## src/rtl/cm0_dap_pkg.sv

```systemverilog
// Shared definitions for the DP<->AP access channel: FSM encoding and the
// bit layout of both domain-crossing buses.
package cm0_dap_pkg;

    typedef enum logic [1:0] {
        ST_IDLE = 2'd0,
        ST_REQ  = 2'd1,
        ST_REL  = 2'd2
    } apif_state_e;

    localparam int unsigned DP_TO_AP_W   = 38;
    localparam int unsigned AP_TO_DP_W   = 34;

    // cm0_dap_dp_to_ap = {rnw, regaddr, data, req}
    localparam int unsigned D2A_REQ_BIT  = 0;
    localparam int unsigned D2A_DATA_LSB = 1;
    localparam int unsigned D2A_DATA_W   = 32;
    localparam int unsigned D2A_ADDR_LSB = 33;
    localparam int unsigned D2A_ADDR_W   = 4;
    localparam int unsigned D2A_RNW_BIT  = 37;

    // cm0_dap_ap_to_dp = {data, err, ack}
    localparam int unsigned A2D_ACK_BIT  = 0;
    localparam int unsigned A2D_ERR_BIT  = 1;
    localparam int unsigned A2D_DATA_LSB = 2;
    localparam int unsigned A2D_DATA_W   = 32;

    // Response synthesised locally when no AP is fitted: err=1, data=0.
    localparam logic [AP_TO_DP_W-1:0] NOT_PRESENT_RESP = {32'h0000_0000, 1'b1, 1'b1};

    function automatic logic [DP_TO_AP_W-1:0] pack_dp_to_ap(
        input logic                  rnw,
        input logic [D2A_ADDR_W-1:0] addr,
        input logic [D2A_DATA_W-1:0] data,
        input logic                  req
    );
        return {rnw, addr, data, req};
    endfunction

endpackage

```

## src/rtl/cm0_dap_sync.sv

```systemverilog
// 1-bit two-flop synchroniser, synchronous active-high reset to 0.
module cm0_dap_sync (
    input  logic clk_i,
    input  logic rst_i,
    input  logic d_i,
    output logic q_o
);

    logic [1:0] ff_q;

    always_ff @(posedge clk_i) begin
        if (rst_i) begin
            ff_q <= '0;
        end else begin
            ff_q <= {ff_q[0], d_i};
        end
    end

    assign q_o = ff_q[1];

endmodule

```

## src/rtl/cm0_dap_dp_apif.sv

```systemverilog
// DP-side initiator of the DP->AP four-phase req/ack channel.
// Define CM0_DAP_DP_APIF_ACKSYNC_EN to pass raw ack through a 2-flop synchroniser.
module cm0_dap_dp_apif
    import cm0_dap_pkg::*;
#(
    parameter bit PRESENT = 1'b1
) (
    input  logic                  dclk,
    input  logic                  dpreset,
    input  logic                  ap_acc_req,
    input  logic                  ap_acc_rnw,
    input  logic [3:0]            ap_acc_addr,
    input  logic [31:0]           ap_acc_wdata,
    input  logic                  ap_abort,
    output logic                  ap_acc_busy,
    output logic                  ap_acc_done,
    output logic [31:0]           ap_acc_rdata,
    output logic                  ap_acc_err,
    output logic [DP_TO_AP_W-1:0] cm0_dap_dp_to_ap,
    input  logic [AP_TO_DP_W-1:0] cm0_dap_ap_to_dp
);

    apif_state_e state_q, state_d;
    logic        req_q, req_d;
    logic        rnw_q, rnw_d;
    logic [3:0]  addr_q, addr_d;
    logic [31:0] wdata_q, wdata_d;
    logic        abort_q, abort_d;
    logic [31:0] rdata_q, rdata_d;
    logic        err_q, err_d;
    logic        done_q, done_d;

    logic        ack_raw;
    logic        ack_s;
    logic        ack_eff;
    logic        discard;

    assign ack_raw = cm0_dap_ap_to_dp[A2D_ACK_BIT];

`ifdef CM0_DAP_DP_APIF_ACKSYNC_EN
    cm0_dap_sync u_ack_sync (
        .clk_i (dclk),
        .rst_i (dpreset),
        .d_i   (ack_raw),
        .q_o   (ack_s)
    );
`else
    assign ack_s = ack_raw;
`endif

    // Without an AP the handshake never starts, so ack is ignored entirely.
    assign ack_eff = PRESENT ? ack_s : 1'b0;
    // An abort arriving in the same cycle as ack_s still discards the result.
    assign discard = abort_q | ap_abort;

    always_comb begin
        state_d = state_q;
        req_d   = req_q;
        rnw_d   = rnw_q;
        addr_d  = addr_q;
        wdata_d = wdata_q;
        abort_d = abort_q;
        rdata_d = rdata_q;
        err_d   = err_q;
        done_d  = 1'b0;

        unique case (state_q)
            ST_IDLE: begin
                if (ap_acc_req) begin
                    abort_d = 1'b0;
                    if (PRESENT) begin
                        rnw_d   = ap_acc_rnw;
                        addr_d  = ap_acc_addr;
                        wdata_d = ap_acc_wdata;
                        req_d   = 1'b1;
                        state_d = ST_REQ;
                    end else begin
                        rdata_d = NOT_PRESENT_RESP[A2D_DATA_LSB +: A2D_DATA_W];
                        err_d   = NOT_PRESENT_RESP[A2D_ERR_BIT];
                        done_d  = 1'b1;
                        state_d = ST_REL;
                    end
                end
            end
            ST_REQ: begin
                if (ap_abort) begin
                    abort_d = 1'b1;
                end
                if (ack_eff) begin
                    req_d   = 1'b0;
                    state_d = ST_REL;
                    if (!discard) begin
                        done_d = 1'b1;
                        err_d  = cm0_dap_ap_to_dp[A2D_ERR_BIT];
                        if (rnw_q) begin
                            rdata_d = cm0_dap_ap_to_dp[A2D_DATA_LSB +: A2D_DATA_W];
                        end
                    end
                end
            end
            ST_REL: begin
                if (ap_abort) begin
                    abort_d = 1'b1;
                end
                if (!ack_eff) begin
                    state_d = ST_IDLE;
                end
            end
            default: begin
                state_d = ST_IDLE;
                req_d   = 1'b0;
            end
        endcase
    end

    always_ff @(posedge dclk) begin
        if (dpreset) begin
            state_q <= ST_IDLE;
            req_q   <= 1'b0;
            rnw_q   <= 1'b0;
            addr_q  <= '0;
            wdata_q <= '0;
            abort_q <= 1'b0;
            rdata_q <= '0;
            err_q   <= 1'b0;
            done_q  <= 1'b0;
        end else begin
            state_q <= state_d;
            req_q   <= req_d;
            rnw_q   <= rnw_d;
            addr_q  <= addr_d;
            wdata_q <= wdata_d;
            abort_q <= abort_d;
            rdata_q <= rdata_d;
            err_q   <= err_d;
            done_q  <= done_d;
        end
    end

    assign ap_acc_busy      = (state_q != ST_IDLE);
    assign ap_acc_done      = done_q;
    assign ap_acc_rdata     = rdata_q;
    assign ap_acc_err       = err_q;
    assign cm0_dap_dp_to_ap = PRESENT ? pack_dp_to_ap(rnw_q, addr_q, wdata_q, req_q) : '0;

endmodule

```

## config.mk

```make
export PLATFORM = sky130hd
export DESIGN_NAME = cm0_dap_dp_apif
export DESIGN_NICKNAME = d
export VERILOG_FILES = /design/src/rtl/cm0_dap_pkg.sv /design/src/rtl/cm0_dap_sync.sv /design/src/rtl/cm0_dap_dp_apif.sv
export SDC_FILE = /design/constraint.sdc
export NUM_CORES = 1
export LEC_CHECK = 0
export ABC_AREA = 1
export CORE_MARGIN = 2
export CORE_UTILIZATION = 45
export CTS_BUF_LIST = sky130_fd_sc_hd__clkbuf_8
export DETAILED_ROUTE_END_ITERATION = 10
export PLACE_DENSITY_LB_ADDON = 0.1
export SLEW_MARGIN = 25
export SYNTH_ARGS = -nofsm -noshare
export SYNTH_HDL_FRONTEND = slang
export SYNTH_SLANG_ARGS = --single-unit
```

## constraint.sdc

```tcl
create_clock -name dclk -period 2.52 [get_ports dclk]
set_clock_uncertainty 0.2 [all_clocks]
set_input_delay 0.378 -clock dclk [delete_from_list [all_inputs] [get_ports dclk]]
set_output_delay 0.378 -clock dclk [all_outputs]
set_load 0.005 [all_outputs]
```

-- After elaboration in Yosys (flattened, before gate mapping)
Index checks and enable logic that the tools add are counted.
- $add $sub $neg: 0
- $mul: 0
- div/mod/pow operators: 0
- $lt $le $gt $ge: 0
- eq/ne operators: 6
- shift operators: 0
- muxes and demuxes: 11
- bitwise gates (word level): 5
- reductions and logical operators: 11
- operators by type and width (cell ; count):
    $reduce_and 3->1 ; 4
    $mux 2 ; 3
    $ne 2x2->1 const B ; 3
    $pmux 2 s3 ; 1
    $mux 1 ; 5
    $not 1->1 ; 4
    $reduce_and 4->1 ; 1
    $reduce_bool 2->1 ; 2
    $pmux 1 s3 ; 1
    $reduce_or 3->1 ; 1
    $eq 2x1->1 const B ; 1
    $eq 2x2->1 const B ; 1
    $logic_not 2->1 ; 1
    $ne 2x1->1 const B ; 1
    $pmux 1 s2 ; 1
    $reduce_and 2->1 ; 1
    $reduce_or 2->1 ; 1
    $or 1x1->1 ; 1
- bits in registers: 75
- bits in latches: 0
- memory bits (writable): 0
- ROM bits: 0
- bits of input ports: 75
- output and inout bits: 73
- word-level logic and storage cells: 42
- memories: 0

-- Depth between registers and ports, before layout
- depth in word-level cells: 4
- depth in mapped cells: 9
- mapped depth without buffers: 8

-- Worst setup path before layout
Ideal clock, no wire load.
- path type: reg-to-reg
- start point: register state_q[0]
- end point: register wdata_q[10]
- library setup time: 0.064 ns
- data arrival time: 1.237 ns
- required time: 2.256 ns
- path slack: 1.018 ns
- cell stages (with the launch flop): 8
- path buffers: 2
- clock period less this slack: 1.502 ns
- cell sequence: dfxtp_1 inv_1 ha_1 nand2_1 buf_4 clkbuf_1 o21ai_0 nor2_1
- longest elaborated chain between the ends: 2
- ends and longest elaborated chain (what ; RTL line ; source):
    start: declaration ; cm0_dap_dp_apif.sv:23 ; apif_state_e state_q, state_d;
    start signal: assignment ; cm0_dap_dp_apif.sv:128 ; state_q <= state_d;
    $logic_not 2->1 ; cm0_dap_dp_apif.sv:67 ; unique case (state_q)
    $reduce_and 2->1 (no source line) ; n/a ;
    end signal: assignment ; cm0_dap_dp_apif.sv:132 ; wdata_q <= wdata_d;
    end: declaration ; cm0_dap_dp_apif.sv:27 ; logic [31:0] wdata_q, wdata_d;
Every way passes these cells.
A chain may end at the register's enable or synchronous reset.

-- Final worst setup path
- start point: register state_q[0]
- end point: output ap_acc_busy
- longest elaborated chain between the ends: 1
- ends and longest elaborated chain (what ; RTL line ; source):
    $reduce_bool 2->1 ; cm0_dap_dp_apif.sv:140 ; assign ap_acc_busy = (state_q != ST_IDLE);
    end: declaration ; cm0_dap_dp_apif.sv:15 ; output logic ap_acc_busy,
Every way passes these cells.

==> impl_metrics.json <==
{
  "crit_arrival_ns": 1.62,
  "r2r_cells": 9,
  "wl_per_cell_um": 11.5,
  "finalNonFillerCells": 638,
  "tns_ns": 0,
  "pre_cts_slack_ns": 0.478,
  "cts-htree-levels": 3,
  "grt_max_degree": 54,
  "fin_crit_ns": 2.20,
  "start_util_pct": 46.7,
  "hold_ws_ns": 0.268,
  "fin_ws_ns": 0.323,
  "ys_types": 19,
  "clk_pin_slew_worst_paths_ns": 0.07,
  "avgSynthCellArea_um2": 7.10,
  "hold_depth": 2,
  "cp-end-kind": "primary output",
  "antenna_found_initial": 0,
  "rows": 29,
  "synth_cells": 418,
  "power.leakage_nw": 2.11,
  "area_growth_pct": 57.0,
  "final_antenna_net_count": 0,
  "place_area_um2": 4480,
  "place_congestion": 0.784,
  "startpoint_type": "register",
  "vias": 2894,
  "cts_tree": "yes",
  "finalMaxSlewViolations": 0,
  "gr-total-overflow": 0,
  "yosysWarnings": 0,
  "dieArea_um2": 7260,
  "post_cts_resized": 0,
  "fin_util_pct": 73.4,
  "ys_ff_latch": 75,
  "dp_hpwl_um": 5210,
  "clkSinkCount": 75,
  "min_path_type": "register to register",
  "finalHoldViolCount": 0,
  "grt_pass1_vias": 2710,
  "required_ns": 1.94,
  "die_x_um": 85.2,
  "fin_area_um2": 4660,
  "path_class": "register to primary output",
  "firstDrtPassIters": 4,
  "crit_fanout": 4,
  "drive_gt1_share_pct": 3.74,
  "tightest_slew_ns": 0.615,
  "maxCapViolCount": 0,
  "final_common_cell": "clkdlybuf4s50_1",
  "finalWirelength_um": 7360,
  "syn-cell-area_um2": 2970,
  "drt_iter0_drc": 104,
  "status": "complete, no violations",
  "setup_violations": 0,
  "ctsLongestPathBuffers": 2,
  "grt_pass1_wl_um": 11900,
  "cts_root_buf": "clkbuf_8",
  "rsz0062_at_grt": "false",
  "power_mw": 3.69,
  "core_area_um2": 6350,
  "ios": 148,
  "nets": 638,
  "layout_common_cells": "clkdlybuf4s50_1, nor2_1, nand2_1",
  "slew-limit-headroom_pct": 58.9,
  "viasPerCell": 4.54,
  "cts_hold_buf": 0,
  "worst_ir_drop_vdd_v": 0.000564,
  "drc": 0,
  "num_antenna_cells": 0,
  "port_buffers": 147,
  "fin_crit_sh_pct": 87.2,
  "grt_usage_pct": 20.5,
  "clock_latency_ns": 0.34,
  "placedCellCount": 624,
  "post_cts_buffers": 0,
  "die_height_um": 85.2,
  "yosysSeqAreaShare_pct": 50.6,
  "fmax_mhz": 455,
  "power_density_nw_per_um2": 791,
  "syn-num-nets": 498,
  "cts_made_buffers": 9
}
[synthesized netlist by cell type]
| cell | instances | share of area, % |
|---|---|---|
| nor2_4 | 1 | 0.38 |
| inv_1 | 43 | 5.4 |
| nand3_1 | 4 | 0.67 |
| buf_2 | 7 | 1.2 |
| nand3_4 | 1 | 0.59 |
| buf_4 | 3 | 0.76 |
| dfxtp_1 | 75 | 51 |
| clkbuf_1 | 9 | 1.1 |
| nand4_1 | 3 | 0.63 |
| nand3b_1 | 1 | 0.25 |
| o21ai_0 | 32 | 5.4 |
| a21o_1 | 1 | 0.25 |
| nor2_1 | 142 | 18 |
| nand2_1 | 78 | 9.9 |
| inv_2 | 2 | 0.25 |
| o21ai_1 | 5 | 0.84 |
| a21oi_1 | 3 | 0.51 |
| buf_6 | 3 | 1.1 |
| ha_1 | 5 | 2.1 |
[flip-flops by register name (all words and copies together) (netlist names)]
name          flops
state_q           2
abort_q           1
wdata_q          32
ap_acc_done       1
addr_q            4
req_q             1
ap_acc_rdata     32
ap_acc_err        1
rnw_q             1
[worst paths after layout]
kind | from | slack, ns | end
min reg2reg | ap_acc_err | 0.27 | ap_acc_err
max | state_q[0] | 0.32 | ap_acc_busy
min | ap_acc_err | 0.27 | ap_acc_err
max reg2reg | state_q[1] | 0.66 | ap_acc_rdata[21]
[area by class of cell]
cell class | count | area, um2
clock buffer | 10 | 138
clock inverter | 4 | 43.8
fill | 513 | 1690
inverter | 45 | 169
multi-input combinational | 276 | 1170
sequential | 75 | 1500
tap | 77 | 96.3
timing repair buffer | 151 | 1540
[critical path, stage by stage (launching register included)]
cell and delay [ns]:
dfxtp_1 0.37, inv_1 0.11, ha_1 0.25, inv_1 0.07, clkdlybuf4s50_1 0.49
[metal layers]
layer	vias up	share of wire, %	track usage [%]
li1	1526	-	-
met1	1244	42	23.4
met2	110	44	32.7
met3	14	12	9.34
met4	0	2.3	9.81
met5	-	0	0
[report_power, final]
part           internal [mW]  switching [mW]  leakage, nW
sequential              1.41           0.115        0.614
clock                  0.467           0.408       0.0992
combinational          0.689           0.596         1.40
total                   2.57            1.12         2.11
[logic make-up after synthesis]
logic type               after synthesis  synth area share [%]
AO/OA/AOI/OAI                         41                  7.00
adder cells (fa/ha/maj)                5                  2.11
buffers and inverters                 67                  9.91
flip-flops                            75                  50.6
AND/OR/NAND/NOR                      230                  30.4
No activity file was read; power rests on OpenSTA's default activity.
